===== src/rtl/weight_preloader.sv =====
// weight_preloader: fetches a run of beats from external weight memory over
// an in-order read request/response port and writes them into the weight
// buffer from address 0, then completes a four-phase preload handshake.
module weight_preloader #(
  parameter int ADDR_W     = 19,
  parameter int DATA_W     = 128,
  parameter int BUF_ADDR_W = 15,
  parameter int MAX_OUT    = 4
) (
  input  logic                  clk,
  input  logic                  rst_n,
  input  logic                  preload_req,
  input  logic [ADDR_W-1:0]     preload_base,
  input  logic [16:0]           preload_count,
  output logic                  preload_done,
  output logic                  mem_rd_req,
  output logic [ADDR_W-1:0]     mem_rd_addr,
  input  logic                  mem_rd_ready,
  input  logic                  mem_rd_valid,
  input  logic [DATA_W-1:0]     mem_rd_data,
  output logic                  buf_we,
  output logic [BUF_ADDR_W-1:0] buf_addr,
  output logic [DATA_W-1:0]     buf_wdata,
  output logic                  busy,
  output logic                  err
);

  localparam int CNT_W = 17;
  localparam logic [CNT_W-1:0] DEPTH = CNT_W'(1) << BUF_ADDR_W;

  typedef enum logic [1:0] {IDLE, ISSUE, DRAIN, DONE} state_t;

  state_t            state;
  logic [ADDR_W-1:0] base;
  logic [CNT_W-1:0]  count;
  logic [CNT_W-1:0]  issued;
  logic [CNT_W-1:0]  written;
  logic [3:0]        outstanding;
  // Set once a request has been accepted since reset; responses still in
  // flight from before a reset must not be reported as stray.
  logic              armed;

  logic accept;
  logic rsp;
  logic stray;

  assign mem_rd_req  = (state == ISSUE) && (issued < count) && (outstanding < 4'(MAX_OUT));
  assign mem_rd_addr = base + ADDR_W'(issued);
  assign accept      = mem_rd_req && mem_rd_ready;
  assign rsp         = mem_rd_valid && (outstanding != '0);
  assign stray       = mem_rd_valid && (outstanding == '0) && armed;
  assign busy        = (state != IDLE);

  // Handshake FSM, request/response bookkeeping and registered buffer write.
  always_ff @(posedge clk or negedge rst_n) begin
    if (!rst_n) begin
      state        <= IDLE;
      base         <= '0;
      count        <= '0;
      issued       <= '0;
      written      <= '0;
      outstanding  <= '0;
      armed        <= 1'b0;
      preload_done <= 1'b0;
      buf_we       <= 1'b0;
      buf_addr     <= '0;
      buf_wdata    <= '0;
      err          <= 1'b0;
    end else begin
      buf_we <= 1'b0;
      if (stray) err <= 1'b1;

      case ({accept, rsp})
        2'b10:   outstanding <= outstanding + 4'd1;
        2'b01:   outstanding <= outstanding - 4'd1;
        default: ;
      endcase

      if (accept) issued <= issued + CNT_W'(1);

      if (rsp) begin
        buf_we    <= 1'b1;
        buf_addr  <= written[BUF_ADDR_W-1:0];
        buf_wdata <= mem_rd_data;
        written   <= written + CNT_W'(1);
      end

      case (state)
        IDLE: begin
          if (preload_req) begin
            base        <= preload_base;
            issued      <= '0;
            written     <= '0;
            outstanding <= '0;
            armed       <= 1'b1;
            if (preload_count > DEPTH) begin
              count <= DEPTH;
              err   <= 1'b1;
            end else begin
              count <= preload_count;
              err   <= 1'b0;
            end
            state <= ISSUE;
          end
        end
        ISSUE: begin
          if (count == '0)
            state <= DONE;
          else if (accept && (issued + CNT_W'(1) == count))
            state <= DRAIN;
        end
        DRAIN: begin
          if (rsp && (written + CNT_W'(1) == count))
            state <= DONE;
        end
        DONE: begin
          // First DONE cycle raises done; it then falls one cycle after req
          // is seen low, which also yields the one-cycle pulse when req was
          // already dropped during the transfer.
          if (!preload_done)
            preload_done <= 1'b1;
          else if (!preload_req) begin
            preload_done <= 1'b0;
            state        <= IDLE;
          end
        end
        default: state <= IDLE;
      endcase
    end
  end

endmodule


===== config.mk =====
export PLATFORM = sky130hd
export DESIGN_NAME = weight_preloader
export DESIGN_NICKNAME = d
export VERILOG_FILES = /design/src/rtl/weight_preloader.sv
export SDC_FILE = /design/constraint.sdc
export NUM_CORES = 1
export LEC_CHECK = 0
export BUFFER_PORTS_ARGS = -buffer_cell sky130_fd_sc_hd__buf_4
export CORE_AREA = 2 2 143 145
export CTS_BUF_LIST = sky130_fd_sc_hd__clkbuf_4 sky130_fd_sc_hd__clkbuf_8
export CTS_CLUSTER_SIZE = 8
export DETAILED_ROUTE_END_ITERATION = 10
export DIE_AREA = 0 0 145 147
export PLACE_DENSITY_LB_ADDON = 0.15
export SYNTH_ARGS = -nofsm -noshare
export SYNTH_HDL_FRONTEND = slang
export SYNTH_SLANG_ARGS = --single-unit

===== constraint.sdc =====
create_clock -name clk -period 5.4 [get_ports clk]
set_clock_uncertainty 0.05 [all_clocks]
set_input_delay 0.54 -clock clk [delete_from_list [all_inputs] [get_ports clk]]
set_output_delay 0.54 -clock clk [all_outputs]
set_load 0.02 [all_outputs]

Word level (Yosys, flattened, before mapping):

Cells that the tools add are included.
W data, S select, Z words.

* $add $sub $neg: 5
* order comparisons: 3
* equality and inequality tests: 12
* muxes and demuxes: 24
* reductions and logical operators: 15

Operators with widths (count)
* $mux W17: 7
* $add A17 B1 Y17 const B: 2
* $eq A17 B17 Y1: 2
* $add A19 B17 Y19: 1
* $gt A17 B16 Y1 const B: 1
* $logic_not A17 Y1: 1
* $lt A17 B17 Y1: 1
* $mux W2: 6
* $logic_and A1 B1 Y1: 8
* $mux W4: 2
* $ne A2 B2 Y1 const B: 4
* $pmux W2 S4: 1
* $pmux W4 S2: 1
* $mux W1: 7
* $eq A2 B2 Y1 const B: 3
* $reduce_and A5 Y1: 1
* $add A4 B1 Y4 const B: 1
* $eq A2 B1 Y1 const B: 2
* $logic_not A4 Y1: 1
* $lt A4 B3 Y1 const B: 1
* $reduce_bool A4 Y1: 1
* $sub A4 B1 Y4 const B: 1
* $ne A3 B1 Y1 const B: 1
* $logic_not A2 Y1: 1
* 2 further kinds: 2

* register bits after elaboration: 223
* bits of input ports: 169
* output and inout port bits: 167
* logic and storage cells: 71

Longest topological paths before layout:

* depth in word-level cells: 8
* depth in mapped cells: 18
* mapped depth without buffers: 15

Least setup slack after synthesis:

OpenSTA, ideal clock, no wires.

* kind: flip-flop to flip-flop
* start: register state[1]
* end: register outstanding[3]
* library setup time: 0.078 ns
* arrival: 3.556 ns
* required time: 5.272 ns
* path slack: 1.716 ns
* cell stages (with the launch flop): 18
* path buffers: 2
* clock period less this slack: 3.684 ns
* path through: dfrtp_1 > inv_1 > ha_1 > or4b_2 > a21oi_1 > o21ai_0 > nor4b_1 > or2_2 > buf_4 > buf_4 > inv_1 > ha_1 > ha_1 > a21o_1 > a21oi_1 > xnor2_1 > or3_1 > a21oi_1

* cells in the longest elaborated chain, start to end: 8
* elaborated cells on any way between the ends: 10
* those cells by class: eq/ne: 3; mux: 3; reduce/logical: 4

Ends and longest elaborated chain
* start: declaration: line 33 `state_t state;`
* start signal: assignment: line 57 `state <= IDLE;`
* start signal: assignment: line 103 `state <= ISSUE;`
* start signal: assignment: line 108 `state <= DONE;`
* $eq A2 B1 Y1: line 47 `assign mem_rd_req = (state == ISSUE) && (issued < count) && (outstanding < 4'(MAX_OUT));`
* $logic_and A1 B1 Y1 (2 in series): line 47
* $logic_and A1 B1 Y1: line 49 `assign accept = mem_rd_req && mem_rd_ready;`
* $eq A2 B1 Y1 / $eq A2 B2 Y1 (equally long branches): line 73 `case ({accept, rsp})`
* $pmux W4 S2: line 73
* $mux W4: line 90 `if (preload_req) begin`
* $mux W4 *: line 88 `case (state)`
* end signal: assignment: line 74 `2'b10: outstanding <= outstanding + 4'd1;`
* end signal: assignment: line 75 `2'b01: outstanding <= outstanding - 4'd1;`
* end: declaration: line 38 `logic [3:0] outstanding;`

Mark *: on every way between the ends. The rest lies on a longest branch, timed or not.
A chain may end at the register's enable or synchronous reset.

Final worst setup path:

* start: register issued[2]
* end: output port mem_rd_addr[16]

* cells in the longest elaborated chain, start to end: 1

Ends and longest elaborated chain
* start: declaration: line 36 `logic [CNT_W-1:0] issued;`
* start signal: assignment: line 79 `if (accept) issued <= issued + CNT_W'(1);`
* $add A19 B17 Y19: line 48 `assign mem_rd_addr = base + ADDR_W'(issued);`
* end: declaration: line 17 `output logic [ADDR_W-1:0] mem_rd_addr,`

Every way passes these cells.

==> results.md <==
- Sequential cell area: 5580 um2
- Final RePlAce weighted congestion: 0.937
- Distinct cells, synth: 70
- Drc violations: 0
- Gr usage total: 29.5%
- Worst-path clk slew: 0.06 ns
- Final Hold Fails: 0
- CP Launch Type: flop
- Die width: 145 um
- Final setup vio count: 0
- Worst-margin pin slew: 1.05 ns
- Buffers from clock root to sink, at most: 3
- CTS tree: yes
- Hold Crit Class: input pin to async pin
- Hold_buf cts: 0
- Chip Height: 147 um
- Die area: 21300 um2
- Core footprint: 19800 um2
- Global-route wire length before repair: 51500 um
- Status: finished clean
- 1st-iter DRT viols: 640
- P_leak: 7.80 nW
- Synthesized area per cell: 8.60 um2
- Setup Fix Bufs, Post-CTS: 0
- Netlist Area Pre-Place: 11400 um2
- CTS Buf Count: 39
- Setup TNS: 0 ns
- Register area share after synthesis: 49.1%
- I/O Buffers: 335
- Total power per unit cell area: 419 nW/um2
- CTS-repair resized insts: 0
- Synth Warn #: 0
- Clk_lat worst skew: 0.53 ns
- Critical path arrival: 3.94 ns
- Wirelength, routed: 31500 um
- Share of layout cells above drive strength 1: 26.3%
- Slew Limit Fails: 0
- Final instance area: 14800 um2
- Total grt overflow: 0
- CP Capture Type: output pin
- Commonest non-fill, non-tap cell in the layout: nand2_1
- Area grow syn2layout: 30.7%
- VDD IR max: 0.330 mV
- Design Power: 0.00621 W
- Post-synthesis register bit count: 223
- Initial Util: 57.2%
- Most frequent cells in the layout: nand2_1 (529), buf_4 (341), dfrtp_1 (223), nor2_1 (66), clkbuf_8 (51)
- Fmax: 221 MHz
- Post-layout util: 74.8%
- Pre-antenna DRT Iters: 5
- Setup CP Type: flop to output pin
- Maxcap violations: 0
- Multi-input gate area: 5360 um2
- Syn_nets: 1535
- Placed insts: 1867
- CP Max Fanout: 12
- ANT cells: 0
- Rel. slew slack: 30.1%
- Root buf cell: clkbuf_8
- Vias in the first global route: 10.3k
- Placed Area: 14000 um2
- Mapped Cells: 1320
- Avg WL per Cell: 16.3 um
- Maximum level of the CTS H-tree: 2
- Cell row count: 52
- Number of vias per cell: 5.29
- Period utilisation layout: 84.0%
- Post-synth ARST share: 100%
- Initial antenna violation count: 0
- # clock sinks: 223
- Number of synthesized flops with an enable pin: 0
- RSZ-0062 raised after global routing: false
- Ports: 336
- Main synth FF type: dfrtp_1
- Req. time, crit path: 4.81 ns
- Post-DP HPWL: 22600 um
- Antenna Nets Post-Route: 0
- Via count: 10.2k
- Post-layout net count: 1853
- Time the worst path needs with I/O delays and setup: 4.53 ns
- Non-Filler Instances: 1935
- Pin count of the biggest net entering global routing: 128
- Fillers: 1499
[layer usage]
layer  track usage (%)  routed length [um]  vias to the layer above
met3              7.95                2530                       76
li1                  -                   -                     4947
met5                 0                   0                        -
met4              10.1                 971                        0
met1              38.0               13100                     4818
met2              48.7               14900                      402
[path summary, 6_finish.rpt]
kind / start / end / slack [ns] / depth (start not counted)
max: issued[2] / mem_rd_addr[16] / 0.87 / 10
min: rst_n / base[1] / 0.05 / 1
max reg2reg: state[1] / outstanding[3] / 1.32 / 15
min reg2reg: armed / armed / 0.41 / 1
max in group asynchronous: rst_n / buf_wdata[86] / 4.01 / 2
min in group clk: mem_rd_data[74] / buf_wdata[74] / 0.13 / 3
[state kept, by name (all words and copies together), names as in the netlist]
name and flops:
buf_wdata 128, base 19, count 17, issued 17, written 17, buf_addr 15
outstanding 4, state 2, armed 1, buf_we 1, err 1, preload_done 1
[cells in the mapped netlist, types with 5 or more instances]
cell / instances / area [um2]
ha_1: 44 / 551
nand2_1: 529 / 1990
xnor2_1: 49 / 429
buf_2: 9 / 45.0
nor2_1: 66 / 248
nand2b_1: 9 / 56.3
nor3_1: 20 / 100
nand4_1: 19 / 119
clkbuf_1: 50 / 188
a21o_1: 6 / 45.0
a21oi_1: 29 / 145
dfrtp_1: 223 / 5580
o21ai_0: 40 / 200
inv_1: 42 / 158
nor4_1: 16 / 100
and3_1: 5 / 31.3
xor2_1: 42 / 368
nand3_1: 23 / 115
or3_1: 5 / 31.3
a211oi_1: 5 / 37.5
[where the power goes]
part | total (W) | internal, W | switching (W)
combinational | 0.00223 | 0.000893 | 0.00133
sequential | 0.00238 | 0.00206 | 0.000314
clock | 0.00161 | 0.000924 | 0.000685
[cell families (layout without fill, tap and decap cells)]
family          Yosys count  in the layout  share of synthesized area, %
compound gates          127            127                          7.40
xor+xnor                 91             91                          7.02
fa+ha+maj                47             47                          5.29
buf+inv                 108            453                          3.78
flops                   223            223                          49.1
mux                       5              5                         0.496
simple gates            719            719                          26.9
[critical path, cell delays in order (launching register included)]
cell	delay (ns)
dfrtp_1	0.60
ha_1	0.35
nor2b_1	0.15
o21ai_0	0.26
a21oi_1	0.17
o41ai_1	0.81
o2111ai_1	0.28
a31o_2	0.29
a21oi_1	0.18
xnor2_1	0.15
buf_4	0.17
[cell type report]
class                           count  area share (%)
Tap cell                          270            2.28
Multi-Input combinational cell    989            36.1
Inverter                           43            1.10
Sequential cell                   223            37.6
Clock buffer                       62            5.28
Clock inverter                      6           0.278
Timing Repair Buffer              342            17.3
[through the flow]
stage	hold slack (ns)	setup slack (ns)
3_5_place_dp	0.407	1.38
5_1_grt	0.112	0.618
6_report	0.0482	0.866
3_3_place_gp	0.399	1.50
2_1_floorplan	0.194	1.72
4_1_cts	0.0981	0.904
Power figures use the tool's default switching activity.
